`src/rtl/pc_fetch_sequencer.sv`:
```
// Instruction fetch sequencer: fetches from imem at pc, issues to decode, handles
// redirects (including those arriving mid-fetch), halting and misaligned targets.
module pc_fetch_sequencer #(
   parameter logic [31:0] RESET_PC = 32'h0000_0000
) (
   input  logic        clock,
   input  logic        reset,
   output logic        imem_req,
   output logic [31:0] imem_addr,
   input  logic        imem_ready,
   input  logic [31:0] imem_rdata,
   output logic        instr_valid,
   output logic [31:0] instr_out,
   output logic [31:0] pc_out,
   input  logic        stall,
   input  logic        branch_taken,
   input  logic [31:0] branch_target,
   input  logic        halt_req,
   output logic        halted,
   output logic        misaligned_err,
   output logic [31:0] instr_count
);

   typedef enum logic [1:0] {StIdle, StFetch, StIssue, StHalted} state_t;

   state_t      state;
   logic [31:0] pc;
   logic        redirect_pending;
   logic [31:0] redirect_target;

   logic        target_misaligned;
   logic [31:0] next_target;
   logic [31:0] pc_inc;

   assign target_misaligned = (branch_target[1:0] != 2'b00);
   // A fresh branch overrides any redirect already pending.
   assign next_target       = branch_taken ? branch_target : redirect_target;
   assign pc_inc            = pc + 32'd4;

   always_ff @(posedge clock) begin
      if (reset) begin
         state            <= StIdle;
         pc               <= RESET_PC;
         redirect_pending <= 1'b0;
         redirect_target  <= 32'h0;
         imem_req         <= 1'b0;
         imem_addr        <= 32'h0;
         instr_valid      <= 1'b0;
         instr_out        <= 32'h0;
         pc_out           <= 32'h0;
         halted           <= 1'b0;
         misaligned_err   <= 1'b0;
         instr_count      <= 32'h0;
      end else begin
         case (state)
            StIdle: begin
               if (halt_req) begin
                  state  <= StHalted;
                  halted <= 1'b1;
               end else begin
                  state     <= StFetch;
                  imem_req  <= 1'b1;
                  imem_addr <= pc;
               end
            end
            StFetch: begin
               if (branch_taken && target_misaligned) begin
                  state            <= StHalted;
                  misaligned_err   <= 1'b1;
                  halted           <= 1'b1;
                  imem_req         <= 1'b0;
                  redirect_pending <= 1'b0;
               end else if (imem_ready) begin
                  if (branch_taken || redirect_pending) begin
                     // Returned word belongs to a squashed path; refetch at the target.
                     pc               <= next_target;
                     imem_addr        <= next_target;
                     redirect_pending <= 1'b0;
                  end else begin
                     state       <= StIssue;
                     instr_out   <= imem_rdata;
                     pc_out      <= pc;
                     instr_valid <= 1'b1;
                     imem_req    <= 1'b0;
                  end
               end else if (branch_taken) begin
                  redirect_pending <= 1'b1;
                  redirect_target  <= branch_target;
               end
            end
            StIssue: begin
               if (branch_taken) begin
                  instr_valid <= 1'b0;
                  instr_count <= instr_count + 32'd1;
                  if (target_misaligned) begin
                     state          <= StHalted;
                     misaligned_err <= 1'b1;
                     halted         <= 1'b1;
                  end else begin
                     state     <= StFetch;
                     pc        <= branch_target;
                     imem_req  <= 1'b1;
                     imem_addr <= branch_target;
                  end
               end else if (!stall) begin
                  instr_valid <= 1'b0;
                  instr_count <= instr_count + 32'd1;
                  pc          <= pc_inc;
                  if (halt_req) begin
                     state  <= StHalted;
                     halted <= 1'b1;
                  end else begin
                     state     <= StFetch;
                     imem_req  <= 1'b1;
                     imem_addr <= pc_inc;
                  end
               end
            end
            StHalted: begin
            end
            default: state <= StIdle;
         endcase
      end
   end

endmodule

```
`config.mk`:
```
export PLATFORM = sky130hd
export DESIGN_NAME = pc_fetch_sequencer
export DESIGN_NICKNAME = d
export VERILOG_FILES = /design/src/rtl/pc_fetch_sequencer.sv
export SDC_FILE = /design/constraint.sdc
export NUM_CORES = 1
export LEC_CHECK = 0
export ABC_AREA = 1
export CAP_MARGIN = 20
export CORE_MARGIN = 2
export CORE_UTILIZATION = 56
export CTS_CLUSTER_DIAMETER = 40
export CTS_CLUSTER_SIZE = 25
export DETAILED_ROUTE_END_ITERATION = 12
export PLACE_DENSITY = 0.89
export SKIP_CTS_REPAIR_TIMING = 1
export SYNTH_ARGS = -nofsm -noshare
export SYNTH_HDL_FRONTEND = slang
export SYNTH_SLANG_ARGS = --single-unit
```
`constraint.sdc`:
```
create_clock -name clock -period 4.08 [get_ports clock]
set_input_delay 0.816 -clock clock [delete_from_list [all_inputs] [get_ports clock]]
set_output_delay 0.816 -clock clock [all_outputs]
set_load 0.03 [all_outputs]
```
# [Word level (Yosys, flattened, before mapping)]
# Index checks and enable logic that the tools add are counted.
[op_classes] add_sub_neg=2 eq_ne=18 muxes=49 bitwise=3 n_reduce_logical=18
[op_table] cell="$mux W32" count=13
[op_table] cell="$pmux W32 S3" count=1
[op_table] cell="$pmux W32 S2" count=1
[op_table] cell="$add A32 B1 Y32 const B" count=1
[op_table] cell="$add A32 B3 Y32 const B" count=1
[op_table] cell="$mux W1" count=22
[op_table] cell="$ne A3 B3 Y1 const B" count=6
[op_table] cell="$ne A2 B2 Y1 const B" count=8
[op_table] cell="$reduce_and A4 Y1" count=4
[op_table] cell="$mux W2" count=7
[op_table] cell="$reduce_and A5 Y1" count=2
[op_table] cell="$reduce_and A8 Y1" count=1
[op_table] cell="$pmux W1 S3" count=2
[op_table] cell="$pmux W2 S3" count=1
[op_table] cell="$reduce_and A3 Y1" count=2
[op_table] cell="$reduce_and A6 Y1" count=1
[op_table] cell="$reduce_bool A3 Y1" count=2
[op_table] cell="$pmux W1 S2" count=2
[op_table] cell="$reduce_bool A2 Y1" count=2
[op_table] cell="$ne A3 B1 Y1 const B" count=1
[op_table] cell="$not A1 Y1" count=3
[op_table] cell="$eq A2 B1 Y1 const B" count=1
[op_table] cell="$eq A2 B2 Y1 const B" count=1
[op_table] cell="$logic_not A2 Y1" count=1
[op_table] cell="other kinds (4)" count=4
[totals] register_bits=199 inputBits=70 out_inout_bits=132 elab_cells=102

# [Logic depth before layout (Yosys ltp)]
# Gate-level depths: netlist of the first run.
[depth] word_depth=5 depth_mapped=15 depth_no_buf=12

# [Worst setup path after synthesis of the first run]
# No wires, ideal clock.
[synth_timing] kind="input-to-reg" from="input branch_taken" to="register pc[28]" setup_ps=116 arrival_ps=1960 required_ps=3964 setup_slack_ps=2004 stages=12 n_path_buf=2 path_cell_list="nand2_1 -> nand2_2 -> nand2_1 -> nand2_1 -> nor2_1 -> nand3_1 -> buf_4 -> buf_4 -> a21oi_1 -> nand3_1 -> o211ai_1 -> inv_1"
[synth_between] elab_chain_len=5 elab_cells_between_ends=13 cone_classes="4 x eq/ne; 6 x mux; 3 x reduce/logical"
[synth_lines] element="from (decl)" line_no="16" text="input logic branch_taken,"
[synth_lines] element="$mux W32"
[synth_lines] element="$mux W32" line_no="74" text="if (branch_taken || redirect_pending) begin"
[synth_lines] element="$mux W32" line_no="73" text="end else if (imem_ready) begin"
[synth_lines] element="$mux W32" line_no="67" text="if (branch_taken && target_misaligned) begin"
[synth_lines] element="$pmux W32 S2" line_no="55" text="case (state)"
[synth_lines] element="to (signal assigned)" line_no="76" text="pc <= next_target;"
[synth_lines] element="to (signal assigned)" line_no="101" text="pc <= branch_target;"
[synth_lines] element="to (signal assigned)" line_no="108" text="pc <= pc_inc;"
[synth_lines] element="to (decl)" line_no="27" text="logic [31:0] pc;"
# Several ways; a longest one is shown, not always the timed one. The select of a mux whose other input is x is not followed.
# A chain may end at the register's enable or synchronous reset.

# [Worst setup path after layout of the first run]
[layout_timing] from="register state[0]" to="register pc[8]"
[layout_between] elab_chain_len=3 elab_cells_between_ends=10 cone_classes="7 x eq/ne; 1 x mux; 2 x reduce/logical"
[layout_lines] element="from (decl)" line_no="26" text="state_t state;"
[layout_lines] element="from (signal assigned)" line_no="42" text="state <= StIdle;"
[layout_lines] element="from (signal assigned)" line_no="58" text="state <= StHalted;"
[layout_lines] element="from (signal assigned)" line_no="61" text="state <= StFetch;"
[layout_lines] element="$eq A2 B2 Y1 or $eq A2 B1 Y1 (tied branches)" line_no="55"
[layout_lines] element="$ne A3 B3 Y1 (no line), or another cell as far along"
[layout_lines] element="$reduce_and A6 Y1 (no line)"
# Several ways; a longest one is shown, not always the timed one.

==> results.toml, run 1 <==
[setup_path]
r2r_setup_slack_ns = 1.10
cp.arrival_ns = 3.31
cpMostUsedCell = "buf_4"
worstPathCellList = "inv_1 > ha_1 > buf_4 > inv_4 > nor2_8 > nand2_2 > nand2_1 > nor2_1 > nand3_1 > clkinv_1 > buf_4 > o21ai_0 > a21oi_1"
rr_worst_depth = 13
r2r-start = "state[0]"
cp-startpoint = "state[0]"
path_max_fanout = 28
crit_type = "reg2reg"
slowest_delay_ns = 0.40
r2r-end = "pc[8]"
critPathSlowestCell = "nor2_8"
startpoint_type = "register"
required_ns = 4.41
end_kind = "register"

[timing]
period_minus_slack_ns = 2.98
slew_viol_final = 0
slew_headroom_pct = 41.8
rsz0062_at_grt = "false"
fin_tns_setup_ns = 0
setup_viol = 0
fmax_ghz = 0.335
worstMarginPinSlew_ns = 0.872
period_share_pct = 73.1
whs_ns = 0.465
finalHoldViolations = 0
clock_skew_ns = 0.0167

[floorplan]
io_pins = 202
initial_core_util_pct = 56.5
fp.dieH_um = 135
die_area_sq_um = 18300
core_sq_um = 17100
num_rows = 48
die_w_um = 135

[routing]
postRouteWirelength_um = 30100
first_pass_iters = 7
num_vias = 10500
ant_nets = 0
dr.first_iter.drc_count = 1026
drc_errors = 0
viasPerCell = 5.70
avgRoutedWirePerCell_um = 16.3

[cells_and_area]
ff_latch_area_sq_um = 3980
syn2layout_area_growth_pct = 28.3
fillers = 1400
multi_input_area_sq_um = 4850
fin_nets = 1687
n_antenna_cell = 0
drive_gt1_share_pct = 3.82
fin_area_sq_um = 12400

[synth]
synth_warnings = 0
ys_types = 38
ys_seq_area_share_pct = 41.2
syn_inst = 1456
synth_seq_cells = 199
syn_nets = 1532
avgSynthCellArea_sq_um = 6.64
syn-cell-area_sq_um = 9670

[hold_path]
hold_path_class = "reg2reg"
hp-start = "redirect_target[7]"
worstHoldPathCells = 2
hold_end = "redirect_target[7]"

[global_routing]
antenna_found_initial = 0
grt_pass1_vias = 9691
gr-usage-all-layers_pct = 32.5
grt_max_degree = 85
grt_pass1_wl_um = 47500
overflow = 0

[place]
place_area_sq_um = 11800
gp_routability_congestion = 1.02
dp_hpwl_um = 20900
io_buffers = 201

[cts]
clkSlewWorstSetupHoldPaths_ns = 0.07
cts.sinks = 199
htree_levels = 4
cts_buffers = 17
clockBufferDepth = 2
root_buffer = "clkbuf_16"
clock_latency_ns = 0.44
cts_tree = "yes"

[power]
p_leak_uw = 0.00496
p_per_area_nw_per_um2 = 634
ir_worst_vdd_mv = 0.511

[outcome]
run_status = "finished, final reports clean"

[job]
drv_cap = 0
[metal layers]
metal  share of wire (%)  wire [um]  global-route usage, %
met1                  39      11600                   39.6
met2                  48      14400                   55.2
met3                 8.6       2580                   5.46
met4                 4.9       1490                   17.3
met5                   0          0                      0
[worst max-delay path, delay by kind of cell (launching register included)]
family,cells,cell delay [ns]
compound gates,2,0.26
fa+ha+maj,1,0.14
flops,1,0.35
buf+inv,5,1.28
simple gates,5,0.83
[sequential cells by signal, summed over array words and instances, names as in the netlist]
| register | flops |
|---|---|
| halted | 1 |
| imem_req | 1 |
| redirect_pending | 1 |
| pc_out | 32 |
| instr_count | 32 |
| imem_addr | 32 |
| instr_out | 32 |
| misaligned_err | 1 |
| state | 2 |
| instr_valid | 1 |
| pc | 32 |
| redirect_target | 32 |
[kinds of logic (layout without fill, tap and decap cells)]
| family | count (synthesis) | in the layout | synth area share [%] |
|---|---|---|---|
| AO/OA/AOI/OAI | 390 | 390 | 21.3 |
| XOR/XNOR | 11 | 11 | 0.996 |
| adder cells (fa/ha/maj) | 6 | 6 | 0.776 |
| buffers and inverters | 217 | 385 | 8.83 |
| flip-flops | 199 | 199 | 41.2 |
| multiplexers | 4 | 4 | 0.414 |
| AND/OR/NAND/NOR | 629 | 629 | 26.5 |
[synthesized netlist by cell type, drive strengths merged]
library cell	count	area [sq um]
nor4	1	21.3
mux2i	4	40.0
nor3	18	90.1
nand3	76	380
or2	1	6.26
nand2	310	1170
a31oi	8	50.1
nor3b	2	20.0
nand4	12	75.1
xnor2	5	43.8
a211oi	8	60.1
ha	6	75.1
clkbuf	60	225
o211ai	15	113
clkinv	2	7.51
inv	134	505
nor2	208	797
o21ai	187	936
o21a	2	15.0
xor2	6	52.6
o22ai	10	62.6
a21oi	154	771
o31ai	1	7.51
dfxtp	199	3980
a22oi	1	7.51
o2111ai	2	17.5
buf	21	116
a221oi	2	17.5
and3	1	6.26
[final cells by class]
cell class              instances  share of cell area [%]
clock buffers                  23                    4.01
well taps                     225                    2.27
clock inverters                 9                    1.11
inverters                     136                    4.14
repair buffers                217                    17.4
multi-input cells            1040                    39.0
flip-flops and latches        199                    32.1
[placed cells by master (no fill, tap or decap), types with 2 or more instances in the layout]
| cell type | netlist | layout |
|---|---|---|
| a211oi_1 | 8 | 8 |
| inv_2 | 2 | 2 |
| dfxtp_1 | 199 | 199 |
| o211ai_1 | 15 | 15 |
| clkinv_1 | 2 | 2 |
| buf_4 | 3 | 14 |
| a221oi_1 | 2 | 2 |
| o21ai_1 | 32 | 32 |
| clkinv_4 | 0 | 3 |
| nand2_2 | 3 | 3 |
| bufinv_16 | 0 | 3 |
| o2111ai_1 | 2 | 2 |
| nor2_1 | 207 | 205 |
| a31oi_1 | 8 | 8 |
| clkbuf_8 | 0 | 5 |
| o21ai_0 | 155 | 155 |
| nand4_1 | 12 | 12 |
| mux2i_1 | 4 | 4 |
| clkinv_2 | 0 | 2 |
| o21a_1 | 2 | 2 |
| inv_1 | 131 | 130 |
| clkdlybuf4s50_1 | 0 | 199 |
| xor2_1 | 6 | 6 |
| nor3_1 | 18 | 18 |
| ha_1 | 6 | 6 |
| xnor2_1 | 5 | 5 |
| buf_2 | 15 | 2 |
| a21oi_1 | 154 | 154 |
| nand2_1 | 307 | 307 |
| o22ai_1 | 10 | 10 |
| clkbuf_16 | 0 | 17 |
| nand3_1 | 76 | 76 |
[per-stage QoR]
stage / util (%) / worst slack, ns / total power, uW / std cells
6_report: 72.5 / 1.10 / 7870 / 1849
2_1_floorplan: - / 2.00 / 4850 / 1456
4_1_cts: 72.4 / 1.17 / 7760 / 1848
3_3_place_gp: 68.7 / 1.12 / 5880 / 1816
5_1_grt: 72.5 / 0.841 / 8280 / 1849
3_5_place_dp: 68.7 / 1.02 / 5960 / 1816
[how the worst max path moves through the flow]
stage	endpoint	slack, ns	cells past startpoint
3_5_place_dp	instr_count[30]	1.02	10
6_report	pc[8]	1.10	13
5_1_grt	pc[8]	0.84	13
3_3_place_gp	instr_count[30]	1.12	10
4_1_cts	pc[8]	1.17	13
2_1_floorplan	pc[28]	2.00	12
[where the power goes]
part	internal, uW	leakage (uW)	total (uW)	switching, uW
Combinational	1170	0.00303	3350	2190
Sequential	2340	0.00162	2710	365
Clock	1050	0.000310	1810	756
Total	4560	0.00496	7870	3310
Note: power is estimated with default switching activity, not from simulation.
==> inputs of run 2 (changes only) <==
--- a/config.mk
+++ b/config.mk
@@ -8,11 +8,11 @@
 export ABC_AREA = 1
 export CAP_MARGIN = 20
 export CORE_MARGIN = 2
-export CORE_UTILIZATION = 56
+export CORE_UTILIZATION = 47
 export CTS_CLUSTER_DIAMETER = 40
 export CTS_CLUSTER_SIZE = 25
 export DETAILED_ROUTE_END_ITERATION = 12
-export PLACE_DENSITY = 0.89
+export PLACE_DENSITY = 0.8
 export SKIP_CTS_REPAIR_TIMING = 1
 export SYNTH_ARGS = -nofsm -noshare
 export SYNTH_HDL_FRONTEND = slang
==> constraint.sdc (replaced) <==
create_clock -name clock -period 2.7 [get_ports clock]
set_input_delay 0.54 -clock clock [delete_from_list [all_inputs] [get_ports clock]]
set_output_delay 0.54 -clock clock [all_outputs]
set_load 0.03 [all_outputs]
==> run 2 against run 1 <==
- critical path depth decreased by 2
- clock skew is 0.0053 ns lower
- setup slack lost 0.68 ns
- cell area is 1.3% higher
- non-clock buffer count increased by 14
- core utilization down 10 points
- combinational power is 56% higher
==> results.toml, run 2 (synthesized netlist as in run 1, its figures left out) <==
[outcome]
run_status = "finished, final reports clean"

[cts]
clkSlewWorstSetupHoldPaths_ns = 0.08
root_buffer = "clkbuf_16"
cts_buffers = 17
cts_tree = "yes"
cts.sinks = 199
htree_levels = 4
clock_latency_ns = 0.45
clockBufferDepth = 2

[setup_path]
slowest_delay_ns = 0.41
startpoint_type = "register"
cpMostUsedCell = "nand2_1"
required_ns = 3.08
r2r-start = "pc[2]"
worst-path-buf-inv = 0
path_max_fanout = 8
end_kind = "register"
crit_family = "simple AND/OR/NAND/NOR gates"
critPathSlowestCell = "nor2_1"
r2r_setup_slack_ns = 0.41
r2r-end = "imem_addr[28]"
cp.arrival_ns = 2.67
worstPathCellList = "ha_1 > nand2_1 > nor2_1 > nand2_2 > nor2_1 > nand2_1 > nand2_1 > nand3_1 > nand3_1 > nand2_1 > a21oi_1"
crit_type = "reg2reg"
rr_worst_depth = 11

[cells_and_area]
final_cell_mix = "nand2_1, nor2_1, dfxtp_1, clkdlybuf4s50_1, o21ai_0"
fillers = 1833
drive_gt1_share_pct = 4.64
fin_nets = 1701
final_common_cell = "nand2_1"
n_antenna_cell = 0
syn2layout_area_growth_pct = 30.0
fin_area_sq_um = 12600

[timing]
period_minus_slack_ns = 2.29
finalHoldViolations = 0
worstMarginPinSlew_ns = 0.669
rsz0062_at_grt = "false"
slew_viol_final = 0
period_share_pct = 84.7
fmax_ghz = 0.437
clock_skew_ns = 0.0113
fin_tns_setup_ns = 0
setup_viol = 0
slew_headroom_pct = 55.4

[global_routing]
grt_pass1_vias = 10000
gr-usage-all-layers_pct = 28.3
overflow = 0
antenna_found_initial = 0
grt_pass1_wl_um = 49900
grt_max_degree = 71

[power]
p_per_area_nw_per_um2 = 944
p_leak_uw = 0.00502
ir_worst_vdd_mv = 0.718

[job]
drv_cap = 0

[place]
place_area_sq_um = 12000
dp_hpwl_um = 21700
gp_routability_congestion = 0.970
io_buffers = 201

[routing]
num_vias = 10500
dr.first_iter.drc_count = 810
ant_nets = 0
first_pass_iters = 6
drc_errors = 0
viasPerCell = 5.50
avgRoutedWirePerCell_um = 16.3
postRouteWirelength_um = 31100

[hold_path]
hold_path_class = "reg2reg"
worstHoldPathCells = 2
hold_end = "redirect_target[15]"
hp-start = "redirect_target[15]"

[floorplan]
die_area_sq_um = 21700
io_pins = 202
die_w_um = 147
initial_core_util_pct = 47.8
fp.dieH_um = 147
core_sq_um = 20200
num_rows = 52
==> run 2: cell count changes in the layout (fill, tap and decap cells not counted) <==
cell	before	now
bufinv_16	3	0
buf_16	1	0
inv_6	1	6
clkinv_4	3	2
clkinv_8	0	3
clkbuf_8	5	1
buf_4	14	23
clkinvlp_4	1	0
buf_12	1	7
inv_8	0	1
==> run 2: worst max path at each step <==
stage                           end        startpoint  cells after the start
global route          imem_addr[20]             pc[2]                     11
floorplan           instr_count[30]    instr_count[1]                     10
CTS                   imem_addr[28]             pc[2]                     11
global placement    instr_count[30]             stall                      9
finish                imem_addr[28]             pc[2]                     11
detailed placement     imem_addr[1]  branch_target[1]                     10
==> run 2: per-stage QoR <==
step	hold WS (ns)	std cells	setup slack [ns]	power, uW	utilization (%)
floorplan	0.424	1456	0.740	7320	-
global placement	0.438	1876	0.351	9160	59.3
detailed placement	0.454	1876	0.276	9260	59.3
CTS	0.465	1908	0.445	11800	62.1
global route	0.481	1908	0.237	12500	62.1
finish	0.464	1908	0.414	11900	62.1
==> run 2: power by group <==
group	total (uW)	switching [uW]	internal [uW]
clock	2550	1290	1260
sequential	4090	552	3540
combinational	5230	3370	1860
total	11900	5210	6660
==> run 2: final cells by class <==
type	count	area (sq um)	area share, %
multi-input combinational	1040	4850	38.5
tap	270	338	2.69
timing repair buffer	231	2310	18.4
sequential	199	3980	31.7
clock inverter	13	135	1.07
clock buffer	19	443	3.52
inverter	136	514	4.09
==> run 2: metal layers <==
layer  up-vias  global-route usage [%]  wire length, um
li1       5122                       -                -
met3        93                    5.19             2200
met2       462                    48.8            15000
met4         0                    16.1             1490
met5         -                       0                0
met1      4809                    33.1            12400
==> run 2: worst min-delay path: cells and delay by family (launching register included) <==
family | cells | cell delay, ns
DFF | 1 | 0.31
and+or+nand+nor | 1 | 0.06
AOI/OAI and AO/OA | 1 | 0.05
==> inputs of run 3 (changes only) <==
--- a/config.mk
+++ b/config.mk
@@ -8,11 +8,11 @@
 export ABC_AREA = 1
 export CAP_MARGIN = 20
 export CORE_MARGIN = 2
-export CORE_UTILIZATION = 47
+export CORE_UTILIZATION = 52
 export CTS_CLUSTER_DIAMETER = 40
 export CTS_CLUSTER_SIZE = 25
 export DETAILED_ROUTE_END_ITERATION = 12
-export PLACE_DENSITY = 0.8
+export PLACE_DENSITY = 0.84
 export SKIP_CTS_REPAIR_TIMING = 1
 export SYNTH_ARGS = -nofsm -noshare
 export SYNTH_HDL_FRONTEND = slang
==> constraint.sdc (replaced) <==
create_clock -name clock -period 2.39 [get_ports clock]
set_input_delay 0.478 -clock clock [delete_from_list [all_inputs] [get_ports clock]]
set_output_delay 0.478 -clock clock [all_outputs]
set_load 0.03 [all_outputs]
==> run 3 against run 2 <==
- clock power rose by 14%
- setup slack got worse by 0.21 ns
- combinational power rose by 12%
- routed wire length fell by 4.3%
- clock-buffer cell count rose by 2
- sequential share of layout area barely moved
- flip-flop and latch count did not move
- core utilization rose by 7.3 points
- total power rose by 13%
- register-to-register slack got worse by 0.21 ns
- critical endpoint is now imem_addr[20]
- largest cell class unchanged
==> results.toml, run 3 (synthesized netlist as in run 1, its figures left out) <==
[power]
total_power_uw = 13400
p_per_area_nw_per_um2 = 1060
p_leak_uw = 0.00502
ir_worst_vdd_mv = 0.686

[place]
dp_hpwl_um = 21200
io_buffers = 201
gp_routability_congestion = 0.971

[global_routing]
gr-usage-all-layers_pct = 30.0
grt_pass1_vias = 9875
antenna_found_initial = 0
grt_pass1_wl_um = 48200
overflow = 0
grt_max_degree = 80

[cells_and_area]
fin_nets = 1703
drive_gt1_share_pct = 4.76
ff_latch_area_sq_um = 3980
multi_input_area_sq_um = 4850
final_cell_mix = "nand2_1, nor2_1, dfxtp_1, clkdlybuf4s50_1, o21ai_0"
fillers = 1530
final_common_cell = "nand2_1"
syn2layout_area_growth_pct = 29.9
n_antenna_cell = 0

[timing]
slew_viol_final = 0
fmax_ghz = 0.458
clock_skew_ns = 0.00833
finalHoldViolations = 0
setup_viol = 0
fin_tns_setup_ns = 0
slew_headroom_pct = 53.5
period_minus_slack_ns = 2.19
rsz0062_at_grt = "false"
worstMarginPinSlew_ns = 0.697
period_share_pct = 91.4

[setup_path]
worstPathCellList = "ha_1 > nand2_1 > nor2_1 > nand2_2 > nor2_1 > nand2_1 > nand2_1 > nand3_1 > nand3_1 > o21ai_0 > a21oi_1"
startpoint_type = "register"
crit_type = "reg2reg"
critPathSlowestCell = "dfxtp_1"
cpMostUsedCell = "nand2_1"
cp_num_cells = 11
slowest_delay_ns = 0.39
crit_family = "simple AND/OR/NAND/NOR gates"
required_ns = 2.76
end_kind = "register"
path_max_fanout = 8
cp.arrival_ns = 2.56
worst-path-buf-inv = 0
rr_worst_depth = 11

[cts]
root_buffer = "clkbuf_16"
cts_tree = "yes"
clockBufferDepth = 2
htree_levels = 4
cts_buffers = 17
clkSlewWorstSetupHoldPaths_ns = 0.07
cts.sinks = 199
clock_latency_ns = 0.44

[routing]
viasPerCell = 5.59
postRouteWirelength_um = 29800
avgRoutedWirePerCell_um = 15.9
drc_errors = 0
dr.first_iter.drc_count = 919
num_vias = 10400
ant_nets = 0
first_pass_iters = 5

[floorplan]
fp.dieH_um = 140
core_sq_um = 18100
initial_core_util_pct = 53.5
num_rows = 49
io_pins = 202
die_area_sq_um = 19700
die_w_um = 140

[outcome]
run_status = "finished, final reports clean"

[hold_path]
worstHoldPathCells = 2
hold_path_class = "reg2reg"

[job]
drv_cap = 0
==> run 3: path summary, 6_finish.rpt <==
kind / end / startpoint / slack, ns
max: imem_addr[20] / pc[3] / 0.20
min: redirect_target[4] / redirect_target[4] / 0.46
max reg2reg: imem_addr[20] / pc[3] / 0.20
min reg2reg: redirect_target[4] / redirect_target[4] / 0.46
==> run 3: stage by stage <==
step / std cells / hold WS, ns / instance area [sq um] / worst slack [ns] / utilization, %
after detailed placement: 1837 / 0.446 / 12000 / 0.0118 / 66.2
after global routing: 1869 / 0.475 / 12600 / 0.00758 / 69.5
after CTS: 1869 / 0.456 / 12600 / 0.167 / 69.5
after floorplan: 1456 / 0.424 / 9670 / 0.430 / -
after global placement: 1837 / 0.437 / 12000 / 0.105 / 66.2
final: 1869 / 0.458 / 12600 / 0.205 / 69.5
==> run 3: power breakdown <==
group	internal (uW)	switching [uW]
Sequential	4000	605
Combinational	2130	3730
Clock	1590	1320
Total	7720	5650
==> run 3: cell type report <==
class	count	share of cell area (%)
multi-input cells	1040	38.6
flip-flops and latches	199	31.7
repair buffers	233	18.6
clock buffers	21	3.58
inverters	136	4.09
clock inverters	11	1.10
well taps	229	2.28
==> run 3: tightest hold or removal path, cell delays in order, from the launching register on <==
cell and delay [ns]:
dfxtp_1 0.30, inv_1 0.06, a21oi_1 0.05
==> run 3: per-layer routing <==
layer  global-route usage [%]  part of all wire [%]
met1                     36.9                    40
met2                     50.8                    48
met3                     5.37                   8.0
met4                     14.6                   4.2
met5                        0                     0
